**src/rtl/conv_monitor.sv**
```systemverilog
// rtl/conv_monitor.sv - multi-channel setpoint convergence monitor with dwell and timeout
// Declares a run passed once every enabled channel holds |actual-target| <= tol for dwell samples.
module conv_monitor #(
    parameter int NCH    = 3,
    parameter int WIDTH  = 16,
    parameter int STICKY = 1
) (
    input  logic                   clk,
    input  logic                   rst,
    input  logic                   start,
    input  logic [NCH-1:0]         ch_en,
    input  logic [NCH*WIDTH-1:0]   target,
    input  logic [NCH*WIDTH-1:0]   actual,
    input  logic                   sample_vld,
    input  logic [WIDTH-1:0]       tol,
    input  logic [15:0]            dwell,
    input  logic [23:0]            timeout,
    output logic                   busy,
    output logic                   done,
    output logic                   pass,
    output logic [NCH-1:0]         conv_mask
);

    typedef enum logic [1:0] {
        S_IDLE = 2'd0,
        S_MON  = 2'd1,
        S_FIN  = 2'd2
    } state_t;

    state_t state_q, state_d;

    logic [NCH-1:0]       ch_en_q, ch_en_d;
    logic [NCH*WIDTH-1:0] target_q, target_d;
    logic [WIDTH-1:0]     tol_q, tol_d;
    logic [15:0]          dwell_q, dwell_d;
    logic [23:0]          timeout_q, timeout_d;
    logic [15:0]          run_cnt_q [NCH];
    logic [15:0]          run_cnt_d [NCH];
    logic [23:0]          samp_cnt_q, samp_cnt_d;
    logic [NCH-1:0]       conv_mask_q, conv_mask_d;
    logic                 pass_q, pass_d;
    logic                 done_q, done_d;
    logic                 busy_q, busy_d;

    logic [15:0]          cnt_step [NCH];
    logic [NCH-1:0]       mask_step;
    logic [NCH-1:0]       in_band;
    logic [23:0]          samp_step;
    logic                 all_conv_step;
    logic                 timeout_hit;
    logic                 run_end;

    // One extra bit keeps full-scale opposite-sign differences exact.
    for (genvar g = 0; g < NCH; g++) begin : g_err
        logic signed [WIDTH:0] act_x;
        logic signed [WIDTH:0] tgt_x;
        logic signed [WIDTH:0] diff;
        logic        [WIDTH:0] mag;

        assign act_x = {actual[g*WIDTH+WIDTH-1], actual[g*WIDTH +: WIDTH]};
        assign tgt_x = {target_q[g*WIDTH+WIDTH-1], target_q[g*WIDTH +: WIDTH]};
        assign diff  = act_x - tgt_x;
        assign mag   = diff[WIDTH] ? (~diff + 1'b1) : diff;
        assign in_band[g] = (mag <= {1'b0, tol_q});
    end

    // Candidate counter/mask values if the current cycle carries a sample.
    always_comb begin
        mask_step = '0;
        for (int i = 0; i < NCH; i++) begin
            cnt_step[i] = 16'd0;
            if (!ch_en_q[i]) begin
                mask_step[i] = 1'b1;
            end else begin
                if (!in_band[i]) begin
                    cnt_step[i] = 16'd0;
                end else if (run_cnt_q[i] >= dwell_q) begin
                    cnt_step[i] = dwell_q;
                end else begin
                    cnt_step[i] = run_cnt_q[i] + 16'd1;
                end
                if (STICKY != 0) begin
                    mask_step[i] = conv_mask_q[i] | (cnt_step[i] == dwell_q);
                end else begin
                    mask_step[i] = (cnt_step[i] == dwell_q);
                end
            end
        end
        samp_step     = samp_cnt_q + 24'd1;
        all_conv_step = &mask_step;
        timeout_hit   = (timeout_q != 24'd0) && (samp_step == timeout_q);
    end

    // A run with every channel disabled ends without waiting for a sample.
    assign run_end = (state_q == S_MON) &&
                     ((&conv_mask_q) || (sample_vld && (all_conv_step || timeout_hit)));

    always_ff @(posedge clk) begin
        if (rst) begin
            state_q <= S_IDLE;
        end else begin
            state_q <= state_d;
        end
    end

    always_comb begin
        state_d = state_q;
        if (start) begin
            state_d = S_MON;
        end else begin
            case (state_q)
                S_IDLE:  state_d = S_IDLE;
                S_MON:   if (run_end) state_d = S_FIN;
                S_FIN:   state_d = S_IDLE;
                default: state_d = S_IDLE;
            endcase
        end
    end

    always_comb begin
        done_d = (state_d == S_FIN);
        busy_d = (state_d != S_IDLE);
    end

    always_comb begin
        ch_en_d     = ch_en_q;
        target_d    = target_q;
        tol_d       = tol_q;
        dwell_d     = dwell_q;
        timeout_d   = timeout_q;
        run_cnt_d   = run_cnt_q;
        samp_cnt_d  = samp_cnt_q;
        conv_mask_d = conv_mask_q;
        pass_d      = pass_q;
        if (start) begin
            ch_en_d     = ch_en;
            target_d    = target;
            tol_d       = tol;
            dwell_d     = (dwell == 16'd0) ? 16'd1 : dwell;
            timeout_d   = timeout;
            for (int i = 0; i < NCH; i++) begin
                run_cnt_d[i] = 16'd0;
            end
            samp_cnt_d  = 24'd0;
            conv_mask_d = ~ch_en;
            pass_d      = 1'b0;
        end else if (state_q == S_MON) begin
            if (&conv_mask_q) begin
                pass_d = 1'b1;
            end else if (sample_vld) begin
                run_cnt_d   = cnt_step;
                conv_mask_d = mask_step;
                samp_cnt_d  = samp_step;
                pass_d      = all_conv_step;
            end
        end
    end

    always_ff @(posedge clk) begin
        if (rst) begin
            ch_en_q     <= '0;
            target_q    <= '0;
            tol_q       <= '0;
            dwell_q     <= '0;
            timeout_q   <= '0;
            for (int i = 0; i < NCH; i++) begin
                run_cnt_q[i] <= 16'd0;
            end
            samp_cnt_q  <= '0;
            conv_mask_q <= '0;
            pass_q      <= 1'b0;
            done_q      <= 1'b0;
            busy_q      <= 1'b0;
        end else begin
            ch_en_q     <= ch_en_d;
            target_q    <= target_d;
            tol_q       <= tol_d;
            dwell_q     <= dwell_d;
            timeout_q   <= timeout_d;
            run_cnt_q   <= run_cnt_d;
            samp_cnt_q  <= samp_cnt_d;
            conv_mask_q <= conv_mask_d;
            pass_q      <= pass_d;
            done_q      <= done_d;
            busy_q      <= busy_d;
        end
    end

    assign busy      = busy_q;
    assign done      = done_q;
    assign pass      = pass_q;
    assign conv_mask = conv_mask_q;

endmodule

```
**config.mk**
```make
export PLATFORM = sky130hd
export DESIGN_NAME = conv_monitor
export DESIGN_NICKNAME = d
export VERILOG_FILES = /design/src/rtl/conv_monitor.sv
export SDC_FILE = /design/constraint.sdc
export NUM_CORES = 1
export LEC_CHECK = 0
export BUFFER_PORTS_ARGS = -buffer_cell sky130_fd_sc_hd__buf_2
export CORE_AREA = 2 2 179 181
export DETAILED_ROUTE_END_ITERATION = 8
export DIE_AREA = 0 0 181 183
export PLACE_DENSITY = 0.81
export SLEW_MARGIN = 20
export SYNTH_ARGS = -nofsm -noshare
export SYNTH_HDL_FRONTEND = slang
export SYNTH_SLANG_ARGS = --single-unit
```
**constraint.sdc**
```tcl
create_clock -name clk -period 18.9 [get_ports clk]
set_input_delay 2.835 -clock clk [delete_from_list [all_inputs] [get_ports clk]]
set_output_delay 2.835 -clock clk [all_outputs]
set_load 0.02 [all_outputs]
```
# ---- Yosys cells after proc, flatten, opt, wreduce, memory -nomap -nowiden
# Index checks and enable logic that the tools add are counted.
# Widths: inputs -> output; s select.
dict set report word_totals {
  register_bits 187
  latchBits 0
  ram_bits 0
  mem_bits_ro 0
  input_bits 159
  out_inout_bits 6
  memories 0
}
dict set report op_classes {
  add_sub_neg 10
  n_mul 0
  n_div 0
  n_lt_le_gt_ge 6
  n_eq_ne 7
  n_shift 0
  muxes 28
  bitwise 8
  reduce_logical 17
}
# cell n
set op_table {}
lappend op_table {{$mux 16} 13}
lappend op_table {{$add 17x1->17 const B} 3}
lappend op_table {{$le 17x16->1} 3}
lappend op_table {{$mux 17} 3}
lappend op_table {{$not 17->17} 3}
lappend op_table {{$sub 16x16->17} 3}
lappend op_table {{$add 16x1->16 const B} 3}
lappend op_table {{$eq 16x16->1} 3}
lappend op_table {{$ge 16x16->1} 3}
lappend op_table {{$add 24x1->24 const B} 1}
lappend op_table {{$eq 24x24->1} 1}
lappend op_table {{$reduce_bool 24->1} 1}
lappend op_table {{$logic_not 16->1} 1}
lappend op_table {{$mux 3} 4}
lappend op_table {{$reduce_and 3->1} 4}
lappend op_table {{$reduce_bool 2->1} 4}
lappend op_table {{$mux 2} 3}
lappend op_table {{$mux 1} 5}
lappend op_table {{$logic_and 1x1->1} 3}
lappend op_table {{$not 3->3} 1}
lappend op_table {{$or 1x1->1} 3}
lappend op_table {{$eq 2x1->1 const B} 1}
lappend op_table {{$eq 2x2->1 const B} 1}
lappend op_table {{$logic_or 1x1->1} 2}
lappend op_table {{other kinds (4)} 4}

# ---- Logic depth before layout (Yosys ltp)
dict set report depth {
  ltp_word 19
  mapped_depth 25
}

# ---- Worst setup path after synthesis
# OpenSTA, ideal clock, no wires.
dict set report synth_timing {
  path_kind {input port to flip-flop}
  from {input actual[16]}
  to {register state_q[0]}
  setup_time_ns 0.116
  arrival_time_ns 7.845
  t_required_ns 18.784
  path_slack_ns 10.939
  stages 23
  path_buffers 1
  path_cell_list {inv_1 ha_1 fa_1 nand2b_1 a21oi_1 o21ai_0 or3_1 a41oi_2 clkbuf_1 a21oi_1 xor2_1 ha_1 a21oi_1 nor2_1 a2111oi_0 o22ai_1 o41ai_1 o21ai_0 a211oi_1 o31a_1 o2111a_1 o211ai_2 a41o_1}
}
dict set report synth_between {
  elab_chain_len 18
}
# element line_no
set synth_lines {}
lappend synth_lines {{from (decl)} 13} ;# input logic [NCH*WIDTH-1:0] actual,
lappend synth_lines {{$sub 16x16->17 (*)} 62} ;# assign diff = act_x - tgt_x;
lappend synth_lines {{$not 17->17} 63} ;# assign mag = diff[WIDTH] ? (~diff + 1'b1) : diff;
lappend synth_lines {{$add 17x1->17} 63}
lappend synth_lines {{$mux 17 (*)} 63}
lappend synth_lines {{$le 17x16->1 (*)} 64} ;# assign in_band[g] = (mag <= {1'b0, tol_q});
lappend synth_lines {{$mux 16 (*)} 75} ;# if (!in_band[i]) begin
lappend synth_lines {{$mux 16 (*)} 72} ;# if (!ch_en_q[i]) begin
lappend synth_lines {{$eq 16x16->1 (*)} n/a}
lappend synth_lines {{[2 not listed]} n/a}
lappend synth_lines {{$reduce_and 3->1 (*)} 90} ;# all_conv_step = &mask_step;
lappend synth_lines {{$logic_or 1x1->1 (*)} 96} ;# ((&conv_mask_q) || (sample_vld && (all_conv_step || timeout_hit)));
lappend synth_lines {{$logic_and 1x1->1 (*)} 96}
lappend synth_lines {{$logic_or 1x1->1 (*)} 96}
lappend synth_lines {{$logic_and 1x1->1 (*)} 95} ;# assign run_end = (state_q == S_MON) &&
lappend synth_lines {{$mux 2 (*)} 113} ;# S_MON: if (run_end) state_d = S_FIN;
lappend synth_lines {{$mux 2 (*)} 111} ;# case (state_q)
lappend synth_lines {{$mux 2 (*)} 108} ;# if (start) begin
lappend synth_lines {{to (signal assigned)} 102} ;# state_q <= state_d;
lappend synth_lines {{to (decl)} 30} ;# state_t state_q, state_d;
# Mark *: on every way between the ends. The rest lies on a longest branch, timed or not. The select of a mux whose other input is x is not followed.
# A chain may end at the register's enable or synchronous reset.

# ---- Worst setup path in the final report
dict set report layout_timing {
  from {input actual[16]}
  to {register state_q[1]}
}
# The elaborated chain is that of the path after synthesis.

==> results.py <==
metrics = {
    "timing": {
        "worst_slew_pin_slew_ns": 1.07,
        "tns_ns": 0,
        "maxSlewViolCount": 0,
        "fmax_mhz": 117,
        "setup_violations": 0,
        "min_period_over_period_pct": 45.2,
        "setup_slack_ns": 10.35,
        "slew_headroom_pct": 28.9,
        "fin_crit_ns": 8.55,
        "hold_viol_final": 0,
        "rsz0062_at_grt": "no",
        "skew_ns": 0.0129,
    },
    "worst_setup_path": {
        "path_max_fanout": 18,
        "r2r_end": "state_q[1]",
        "worst-path-buf-inv": 2,
        "worstPathCellList": "buf_2 > inv_1 > ha_1 > fa_1 > nand2b_1 > a21oi_1 > o21ai_0 > or3_1 > a41oi_2 > a21oi_1 > xor2_1 > ha_1 > a21oi_1 > nor2_1 > a2111oi_0 > o22ai_1 > o41ai_1 > o21ai_0 > a211oi_1 > o31a_1 > o2111a_1 > o211ai_2 > a311oi_1",
        "crit_family": "compound AO/OA/AOI/OAI gates",
        "cp_slowest_cell": "o41ai_1",
        "r2r_start": "target_q[16]",
        "crit_cells": 23,
        "cp-end-kind": "flop",
        "crit_start": "actual[16]",
        "reg2reg_depth": 21,
        "arrival_ns": 8.92,
        "critical_path.most_common_cell": "a21oi_1",
        "endpoint": "state_q[1]",
        "path_class": "input pin to flop",
        "cp.required_ns": 19.27,
        "cpPeakStageDelay_ns": 0.75,
        "worst_setup_path_start_kind": "input pin",
        "reg2reg_setup_slack_ns": 12.52,
    },
    "pwr": {
        "ir_drop_uv": 64.5,
        "power_density_mw_per_mm2": 69.3,
        "p_leak_uw": 0.00712,
    },
    "clock_network": {
        "cts.repair.resized": 0,
        "clkLatencyLatePin_ns": 0.47,
        "cts_hold_buf": 0,
        "cts_setup_buffers": 0,
        "cts_buffer_depth": 2,
        "tritoncts": "done",
        "root_buffer": "clkbuf_16",
        "cts.clk_slew.worst_paths_ns": 0.08,
        "cts_buffers": 17,
        "cts.sinks": 187,
        "ctsHtreeMaxLevel": 4,
    },
    "job": {
        "maxCapViolations": 0,
    },
    "layout": {
        "syn2layout_area_growth_pct": 10.3,
        "fillCellCount": 2912,
        "drive_gt1_share_pct": 11.4,
        "postLayoutCoreUtil_pct": 55.7,
        "nets": 2456,
    },
    "grt": {
        "gr-total-overflow": 0,
        "grtUsageTotal_pct": 26.6,
        "use_met1_pct": 34.0,
        "use_met3_pct": 4.03,
        "grt_pass1_vias": 14917,
        "grt_start_max_net_pins": 81,
        "grt_busiest_layer": "met2",
        "grt_pass1_wl_um": 72700,
        "antenna_found_initial": 1,
        "grt_util_met2_pct": 44.9,
    },
    "logic_synthesis": {
        "synth_top_area_share_pct": 23.7,
        "ys.warnings.count": 0,
        "synth_top_area_cell": "dfxtp_1",
        "synth_edf_count": 0,
        "ys.flop_type": "dfxtp_1",
        "synthDistinctLibCells": 93,
        "syn-cell-area_mm2": 0.0158,
        "synth.avg_cell_area_um2": 7.71,
        "synth-seq-cells": 187,
        "ys_seq_area_share_pct": 23.7,
        "synthArstFlopShare_pct": 0,
        "syn_nets": 2360,
        "synthCells": 2047,
        "synth_top_cells_by_area": "dfxtp_1, ha_1, nor2_1",
    },
    "floorplan": {
        "dieHeight_um": 183,
        "core-area_mm2": 0.0312,
        "start_util_pct": 50.5,
        "rows": 65,
        "die_area_mm2": 0.0331,
        "ios": 165,
        "die_w_um": 181,
    },
    "detailed_routing": {
        "vias": 15463,
        "ant_nets": 0,
        "wire_per_inst_um": 17.3,
        "drtIter0Drc": 1221,
        "viasPerCell": 6.04,
        "drc": 0,
        "wirelength_um": 44400,
        "dr.pass1.iters": 8,
    },
    "outcome": {
        "status": "finished, final reports clean",
    },
    "min_path": {
        "min-delay-path-class": "flop to flop",
    },
    "place": {
        "dp_hpwl_um": 33300,
        "routabilityCongestion": 0.950,
        "dp_slack_ns": 9.98,
        "io_buffers": 164,
    },
}
flip-flops by register name (all words and copies together), names as in the netlist:
name / cells
busy: 1
ch_en_q: 3
conv_mask: 3
done: 1
dwell_q: 16
pass: 1
run_cnt_q: 48
samp_cnt_q: 24
state_q: 2
target_q: 48
timeout_q: 24
tol_q: 16
per-layer routing:
layer / up-vias / wire, um
met2: 591 / 20300
met3: 97 / 2990
met1: 7206 / 19500
met5: - / 0
met4: 0 / 1610
li1: 7569 / -
cell type report:
class                      count  area [um2]  share of cell area [%]
timing repair buffer         172         890                    5.11
sequential                   187        3740                    21.5
clock inverter                15         153                   0.878
antenna                        1        2.50                  0.0144
clock buffer                  17         425                    2.45
multi-input combinational   1648       11200                    64.6
inverter                     117         439                    2.53
tap                          402         503                    2.89
worst min-delay path, stage by stage, from the launching register on:
cell     delay [ns]
dfxtp_1        0.33
mux2i_1        0.06
nor2_1         0.07
cell usage after synthesis, types with 5 or more instances:
master	count
a2111oi_0	8
a211o_1	8
a211oi_1	25
a21o_1	25
a21oi_1	155
a221o_1	5
a221oi_1	9
a22oi_1	6
a31oi_1	17
and2_1	9
and3_1	21
and4_1	7
buf_1	12
buf_2	9
clkbuf_1	71
dfxtp_1	187
ha_1	151
inv_1	116
mux2_2	6
mux2i_1	98
nand2_1	119
nand2b_1	24
nand3_1	70
nand4_1	37
nor2_1	303
nor2b_1	16
nor3_1	48
nor4_1	34
o2111ai_1	6
o211ai_1	14
o21a_1	15
o21ai_0	83
o21bai_1	5
o22ai_1	11
o311ai_0	5
o31a_1	5
o31ai_1	14
o41ai_1	6
or2_2	7
or3_1	13
or4_1	6
xnor2_1	96
xor2_1	71
power by group:
group          switching (uW)  internal (uW)  leakage, uW
registers                17.9            409      0.00153
clock network             185            176     0.000276
logic                     245            174      0.00532
total                     448            758      0.00712
logic make-up after synthesis:
logic type      share of synthesized area [%]
fa+ha+maj                                12.4
flops                                    23.7
buf+inv                                  5.21
mux                                      6.65
xor+xnor                                 9.27
simple gates                             22.3
compound gates                           20.4
worst min path at each step:
stage	start	to	slack (ns)	cells past startpoint
after floorplan	target_q[10]	target_q[10]	0.46	2
after global placement	target_q[9]	target_q[9]	0.47	2
after detailed placement	tol_q[1]	tol_q[1]	0.48	2
after CTS	tol_q[1]	tol_q[1]	0.50	2
after global routing	target_q[30]	target_q[30]	0.52	2
final	target_q[26]	target_q[26]	0.50	2
layout by cell type (no fill, tap or decap), types with 13 or more instances in the layout:
master	instances
nor2b_1	16
o31ai_1	14
o211ai_1	14
a21oi_1	155
mux2i_1	98
nor3_1	47
nand4_1	37
xnor2_1	96
dfxtp_1	187
ha_1	151
nand2b_1	24
a21o_1	25
o21a_1	15
clkbuf_16	17
buf_2	162
a31oi_1	17
and3_1	21
nand2_1	119
o21ai_0	83
nand3_1	69
nor2_1	303
a211oi_1	25
inv_1	116
xor2_1	71
or3_1	13
nor4_1	34
metrics by stage:
step / area, um2 / instances / power (uW) / hold WS, ns
6_report: 17400 / 2559 / 1210 / 0.496
5_1_grt: 17400 / 2559 / 1280 / 0.520
4_1_cts: 17400 / 2558 / 1210 / 0.502
3_5_place_dp: 16800 / 2526 / 845 / 0.483
3_3_place_gp: 16800 / 2526 / 829 / 0.473
2_1_floorplan: 15800 / 2047 / 743 / 0.460
Power figures use the tool's default switching activity.
